<file path="src/rtl/syst_mm_sequencer_pkg.sv">
// syst_pkg: shared addresses, state encoding and operand packing helpers for the matrix sequencer
package syst_pkg;

    localparam logic [31:0] SYST_ADDR_ROW = 32'd0;
    localparam logic [31:0] SYST_ADDR_RES = 32'd4;
    localparam logic [31:0] SYST_ADDR_W0  = 32'd8;

    typedef enum logic [3:0] {
        IDLE, LOAD, SETUP, ACCESS, GAP, DRAIN, RSETUP, RACCESS, PUSH
    } state_t;

    // Column j of B, with row k's element j landing in byte k (B3 on top).
    function automatic logic [31:0] pack_col(input logic [3:0][31:0] b, input logic [1:0] j);
        logic [31:0] w;
        w = '0;
        for (int k = 0; k < 4; k++) w[8*k +: 8] = b[k][31 - 8*int'(j) -: 8];
        return w;
    endfunction

    function automatic logic [31:0] rev_bytes(input logic [31:0] w);
        return {w[7:0], w[15:8], w[23:16], w[31:24]};
    endfunction

endpackage

</file>
<file path="src/rtl/syst_mm_sequencer_apb_master.sv">
// syst_apb_master: single APB transfer engine with SETUP/ACCESS/GAP phases and an ACCESS timeout
module syst_apb_master
    import syst_pkg::*;
#(
    parameter int TIMEOUT = 64
) (
    input  logic        clk,
    input  logic        rst,
    input  logic        start,
    input  logic        we,
    input  logic [31:0] adr,
    input  logic [31:0] wdata,
    output logic        done,
    output logic [31:0] rdata,
    output logic        timeout,
    output logic [31:0] m_adr_o,
    output logic [31:0] m_dat_o,
    output logic        m_sel_o,
    output logic        m_enable_o,
    output logic        m_we_o,
    input  logic [31:0] m_dat_i,
    input  logic        m_ready_i
);

    state_t     phase, phase_nx;
    logic [9:0] cnt;
    logic       we_r;
    logic       accept;

    // A new request may overlap the GAP cycle of the previous one.
    assign accept     = start && (phase == IDLE || phase == GAP);
    assign done       = phase == ACCESS && m_ready_i;
    assign timeout    = phase == ACCESS && !m_ready_i && cnt == 10'(TIMEOUT - 1);
    assign rdata      = m_dat_i;
    assign m_sel_o    = phase == SETUP || phase == ACCESS;
    assign m_enable_o = phase == ACCESS;
    assign m_we_o     = we_r && m_sel_o;

    always_ff @(posedge clk) begin
        if (rst) begin
            phase   <= IDLE;
            cnt     <= '0;
            we_r    <= 1'b0;
            m_adr_o <= '0;
            m_dat_o <= '0;
        end else begin
            phase <= phase_nx;
            cnt   <= phase == ACCESS ? cnt + 10'd1 : '0;
            if (accept) begin
                we_r    <= we;
                m_adr_o <= adr;
                if (we) m_dat_o <= wdata;
            end
        end
    end

    always_comb begin
        phase_nx = phase == SETUP  ? ACCESS :
                   phase == ACCESS ? (done ? GAP : timeout ? IDLE : ACCESS) :
                   accept          ? SETUP : IDLE;
    end

endmodule

</file>
<file path="src/rtl/syst_mm_sequencer.sv">
// syst_mm_sequencer: streams a 4x4 job into the systolic array over APB and streams the result rows out
module syst_mm_sequencer
    import syst_pkg::*;
#(
    parameter int DRAIN_CYCLES = 12,
    parameter int TIMEOUT      = 64
) (
    input  logic        p_clk_i,
    input  logic        p_rst_i,
    input  logic        ld_valid_i,
    input  logic [31:0] ld_data_i,
    output logic        ld_ready_o,
    output logic        res_valid_o,
    output logic [31:0] res_data_o,
    output logic        res_last_o,
    input  logic        res_ready_i,
    output logic [31:0] m_adr_o,
    output logic [31:0] m_dat_o,
    output logic        m_sel_o,
    output logic        m_enable_o,
    output logic        m_we_o,
    input  logic [31:0] m_dat_i,
    input  logic        m_ready_i,
    output logic        busy_o,
    output logic        err_o
);

    state_t           state, state_nx;
    logic [2:0]       cnt;
    logic [7:0]       dcnt;
    logic [3:0][31:0] a, b;
    logic             start, done, timeout, ld_hs, res_hs;
    logic [31:0]      adr, wdata, rdata;

    assign ld_ready_o  = state == IDLE || state == LOAD;
    assign ld_hs       = ld_valid_i && ld_ready_o;
    assign res_valid_o = state == PUSH;
    assign res_hs      = res_valid_o && res_ready_i;
    assign res_last_o  = res_valid_o && cnt == 3'd3;
    assign busy_o      = state != IDLE;
    assign start       = state == SETUP || state == RSETUP;
    // cnt is the word index while loading, the write index while writing and the row index while reading.
    assign wdata       = cnt[2] ? rev_bytes(a[cnt[1:0]]) : pack_col(b, cnt[1:0]);
    assign adr         = state == RSETUP ? SYST_ADDR_RES :
                         cnt[2] ? SYST_ADDR_ROW : SYST_ADDR_W0 + {28'd0, cnt[1:0], 2'b00};

    syst_apb_master #(.TIMEOUT(TIMEOUT)) u_apb (
        .clk        (p_clk_i),
        .rst        (p_rst_i),
        .start      (start),
        .we         (state == SETUP),
        .adr        (adr),
        .wdata      (wdata),
        .done       (done),
        .rdata      (rdata),
        .timeout    (timeout),
        .m_adr_o    (m_adr_o),
        .m_dat_o    (m_dat_o),
        .m_sel_o    (m_sel_o),
        .m_enable_o (m_enable_o),
        .m_we_o     (m_we_o),
        .m_dat_i    (m_dat_i),
        .m_ready_i  (m_ready_i)
    );

    always_ff @(posedge p_clk_i) begin
        if (p_rst_i) begin
            state      <= IDLE;
            cnt        <= '0;
            dcnt       <= '0;
            a          <= '0;
            b          <= '0;
            res_data_o <= '0;
            err_o      <= 1'b0;
        end else begin
            state <= state_nx;
            dcnt  <= state == DRAIN ? dcnt + 8'd1 : 8'd0;
            if (ld_hs && cnt[2]) b[cnt[1:0]] <= ld_data_i;
            if (ld_hs && !cnt[2]) a[cnt[1:0]] <= ld_data_i;
            if (ld_hs || (state == ACCESS && done) || res_hs) cnt <= (res_hs && cnt == 3'd3) ? 3'd0 : cnt + 3'd1;
            if (timeout) cnt <= '0;
            if (timeout) err_o <= 1'b1;
            if (state == RACCESS && done) res_data_o <= rdata;
        end
    end

    always_comb begin
        state_nx = state;
        case (state)
            IDLE, LOAD: state_nx = ld_hs ? (cnt == 3'd7 ? SETUP : LOAD) : state;
            SETUP:      state_nx = ACCESS;
            ACCESS:     state_nx = timeout ? IDLE : done ? (cnt == 3'd7 ? DRAIN : SETUP) : ACCESS;
            DRAIN:      state_nx = dcnt == 8'(DRAIN_CYCLES - 1) ? RSETUP : DRAIN;
            RSETUP:     state_nx = RACCESS;
            RACCESS:    state_nx = timeout ? IDLE : done ? PUSH : RACCESS;
            PUSH:       state_nx = res_hs ? (cnt == 3'd3 ? IDLE : RSETUP) : PUSH;
            default:    state_nx = IDLE;
        endcase
    end

endmodule

</file>
<file path="config.mk">
export PLATFORM = sky130hd
export DESIGN_NAME = syst_mm_sequencer
export DESIGN_NICKNAME = d
export VERILOG_FILES = /design/src/rtl/syst_mm_sequencer_pkg.sv /design/src/rtl/syst_mm_sequencer_apb_master.sv /design/src/rtl/syst_mm_sequencer.sv
export SDC_FILE = /design/constraint.sdc
export NUM_CORES = 1
export LEC_CHECK = 0
export ABC_AREA = 0
export BUFFER_PORTS_ARGS = -buffer_cell sky130_fd_sc_hd__buf_4
export CORE_ASPECT_RATIO = 1.5
export CORE_MARGIN = 1
export CORE_UTILIZATION = 61
export DETAILED_ROUTE_END_ITERATION = 10
export PLACE_DENSITY = 0.87
export SYNTH_ARGS = -nofsm -noshare
export SYNTH_HDL_FRONTEND = slang
export SYNTH_SLANG_ARGS = --single-unit
export TNS_END_PERCENT = 100
</file>
<file path="constraint.sdc">
create_clock -name p_clk_i -period 3.1 [get_ports p_clk_i]
set_clock_uncertainty 0.1 [all_clocks]
set_input_delay 0 -clock p_clk_i [delete_from_list [all_inputs] [get_ports p_clk_i]]
set_output_delay 0 -clock p_clk_i [all_outputs]
set_load 0.005 [all_outputs]
</file>
==> summary.md <==
| Metric | Value |
|---|---|
| Syn avg cell area | `roughly 8.6 um^2` |
| Hold Path Origin | `m_dat_i[21]` |
| CP cell instances | `ha_1 > or2b_2 > nor2_2 > buf_4 > nand2_1 > a21oi_1 > dlygate4sd3_1` |
| Diodes inserted | `0` |
| Peak supply drop | `approximately 0.57 mV` |
| I/O pin total | `between 150 and 200` |
| EDFF count, synth | `0` |
| Starting density of the core | `0.624` |
| Setup Buffers After CTS | `0` |
| Rows | `around 70` |
| Hold path cells | `4` |
| Seq cells post-synth | `approximately 350` |
| FF/Latch Area | `~7100 um^2` |
| Ratio of cells with drive above 1 in the final layout | `0.174` |
| Slew Limit Headroom | `0.213` |
| P_leak | `0.00612 uW` |
| Number of antenna-violating nets in the routed design | `0` |
| Final nets | `about 1,900` |
| Hold slack | `about 160 ps` |
| Initial drt markers | `~1,200` |
| Reg2Reg Depth | `7` |
| Reg-to-Reg Start | `cnt[1]$_SDFFE_PP0P_` |
| Sequential share of the synthesized area | `0.475` |
| First-pass iteration count of the detailed router | `5` |
| Switching Share | `0.234` |
| Die footprint | `25,000 um^2` |
| Number of H-tree levels | `1` |
| Vias in the first global route | `around 13,000` |
| Fillers | `1,610` |
| Total core area | `between 20,000 and 25,000 um^2` |
| Seq pwr share | `0.487` |
| Worst-Margin Slew | `about 1200 ps` |
| Fin util | `0.739` |
| CP Launch Type | `flip-flop` |
| Ys async rst share | `0` |
| Pwr/cell area | `540 nW/um^2` |
| Int Pwr | `~7300 uW` |
| Skew-Pair Late Insertion Delay | `around 560 ps` |
| Period utilization | `0.887` |
| RSZ-0062 raised after global routing | `false` |
| Synth Warn # | `0` |
| WL met2 | `20.7 mm` |
| Combinational cell fraction of total power | `0.073` |
| HP Class | `in2reg` |
| Post-DP HPWL | `around 24 mm` |
| Clk Tree Root Cell | `clkbuf_16` |
| Via total after detailed routing | `between 10,000 and 15,000` |
| Top Metal Used | `met4` |
| Reg-to-reg setup timing slack | `350 ps` |
| Initial antenna violation count | `0` |
| Number of port buffers | `143` |
| Run status | `completed` |
| GRT Util Overall | `0.333` |
| Mapped Area | `around 15,000 um^2` |
| Via density | `slightly below 6` |
| Largest net degree at the start of global routing | `~130` |
| M1 WL | `between 10 and 15 mm` |
| Fin crit period | `between 2000 and 3000 ps` |
| Area Growth Syn to Fin | `18.4%` |
| Drt wl/cell | `approximately 19 um` |
| Max-cap violations | `0` |
| Total Wirelength | `~42 mm` |
| Clk pin slew, worst setup/hold paths | `70 ps` |
| CTS tree | `built` |
| Clk pwr share | `0.440` |
| Slowest stage cell, crit path | `dfxtp_4` |
| Final Max Tran Viols | `0` |
| Hold Vio Cnt, Final | `0` |
| CP arrival | `roughly 3200 ps` |
| DR DRC count | `0` |
| Setup violators final | `0` |
| Clock tree sinks | `around 350` |
| RR Endpoint | `a[127]$_SDFFE_PP0P_` |
| Die W | `~130 um` |
| Mapped Cells | `1,739` |
| Longest Clk Path Bufs | `3` |
| Post-synthesis cell type count | `60` |
| Ys flop type | `dfxtp_1` |
| Hold Path Sink | `res_data_o[21]$_SDFFE_PP0P_` |
| Height of the die | `about 190 um` |
| Required time worst endpoint | `about 3500 ps` |
| Slowest cell delay on critical path | `580 ps` |
| Multi-input logic area | `around 7000 um^2` |
| Resized cells post-CTS | `0` |
| Buffers & Inverters on Critical Path | `2` |
| Total gr overflow | `0` |
| FMAX | `364 MHz` |
| CP Capture Type | `flip-flop` |
| CP delay by family, top | `buffers and inverters` |
| CTS Buf Count | `31` |
| WS Path Type | `reg2reg` |
| Crit Path Max Fanout | `32` |
| Setup TNS | `0 ps` |
| Final GP Congestion | `0.874` |
| DR WL met3 | `approximately 4.1 mm` |
| First-pass GRT wire length | `roughly 65 mm` |
| Sw power | `about 2200 uW` |
-- logic make-up (layout without fill, tap and decap cells) --
| logic type | count (synthesis) | in the layout | share of synthesized area |
|---|---|---|---|
| flops | 353 | 353 | 0.475 |
| simple gates | 719 | 719 | 0.194 |
| other cells | 1 | 29 | 0.000252 |
| mux | 97 | 97 | 0.119 |
| fa+ha+maj | 6 | 6 | 0.00505 |
| buf+inv | 200 | 314 | 0.0686 |
| xor+xnor | 14 | 14 | 0.00824 |
| compound gates | 349 | 349 | 0.129 |
-- cells in the final DEF, fill, tap and decap left out, drive strengths merged, types with 4 or more instances in the layout --
master / count
dlygate4sd3: 72
dfxtp: 353
a211oi: 32
clkinv: 11
clkinvlp: 8
buf: 176
xor2: 10
nor2: 74
clkbuf: 33
nand2: 589
nor4: 4
ha: 6
and3: 7
nand2b: 5
mux4: 64
nand3: 16
conb: 29
a21oi: 299
inv: 8
xnor2: 4
o21ai: 4
mux2i: 33
and2: 4
bufinv: 6
-- tightest hold or removal path: stages --
cell           delay, ps
dlygate4sd3_1        530
buf_4                130
nand2_1               40
a21oi_1               50
-- stage by stage --
step | instance area [um^2] | power, uW | setup slack [ps] | cells
floorplan | 15000 | 5160 | 1050 | 1767
global placement | 15800 | 5330 | 638 | 2071
detailed placement | 15800 | 5340 | 564 | 2071
CTS | 17600 | 9510 | 380 | 2200
global route | 17600 | 9760 | 222 | 2200
finish | 17600 | 9520 | 352 | 2200
-- Yosys cell counts, drive strengths merged (2+ instances only) --
cell type	n	share of area
clkbuf	71	0.019
mux2i	33	0.022
o31a	2	0.0013
nor2	74	0.019
xnor2	4	0.0024
nor4	4	0.0027
a221oi	2	0.0012
inv	8	0.0020
or4	2	0.0013
nand3	16	0.0054
xor2	10	0.0059
nand4	2	0.00084
a211oi	32	0.020
and2	4	0.0017
nor2b	3	0.0013
o21ai	4	0.0013
and3	7	0.0030
buf	120	0.048
ha	6	0.0050
a21oi	299	0.10
nor3	3	0.0010
nand2	589	0.15
dfxtp	353	0.47
mux4	64	0.097
nand2b	5	0.0023
-- routing by layer --
layer	vias to the layer above	GRT usage
met5	-	0
met4	0	0.195
met3	160	0.0550
met2	716	0.571
met1	6171	0.385
li1	5967	-
-- sequential cells by signal (all words and copies together), names as in the netlist --
name           cells
err_o              1
u_apb.cnt         10
b                128
u_apb.phase        3
u_apb.m_adr_o      3
dcnt               8
state              4
res_data_o        32
u_apb.we_r         1
a                128
u_apb.m_dat_o     32
cnt                3
-- repair_timing --
action / 4_1_cts / 5_1_grt
hold buffers: 72 / 0
setup endpoints to repair: 0 / 0
endpoints found under the hold margin: 318 / 0
-- final cells by class --
| type | instances | share of cell area |
|---|---|---|
| sequential | 353 | 0.402 |
| clock buffer | 33 | 0.0462 |
| timing repair buffer | 248 | 0.118 |
| clock inverter | 24 | 0.0171 |
| multi-input combinational | 1214 | 0.392 |
| inverter | 9 | 0.00192 |
| tap | 319 | 0.0227 |
-- power by group through the flow --
stage	combinational [uW]	clock (uW)	sequential (uW)
finish	696	4190	4640
global route	730	4390	4640
CTS	673	4210	4630
detailed placement	601	0	4740
global placement	593	0	4730
floorplan	434	0	4720
-- worst max-delay path by stage --
| stage | endpoint | cells past startpoint | from |
|---|---|---|---|
| 3_5_place_dp | a[20]$_SDFFE_PP0P_ | 6 | state[3]$_SDFFE_PP0P_ |
| 4_1_cts | a[127]$_SDFFE_PP0P_ | 7 | cnt[1]$_SDFFE_PP0P_ |
| 3_3_place_gp | a[19]$_SDFFE_PP0P_ | 6 | state[3]$_SDFFE_PP0P_ |
| 6_report | a[127]$_SDFFE_PP0P_ | 7 | cnt[1]$_SDFFE_PP0P_ |
| 2_1_floorplan | b[33]$_SDFFE_PP0P_ | 8 | cnt[1]$_SDFFE_PP0P_ |
| 5_1_grt | a[127]$_SDFFE_PP0P_ | 7 | cnt[1]$_SDFFE_PP0P_ |
Power figures use the tool's default switching activity.
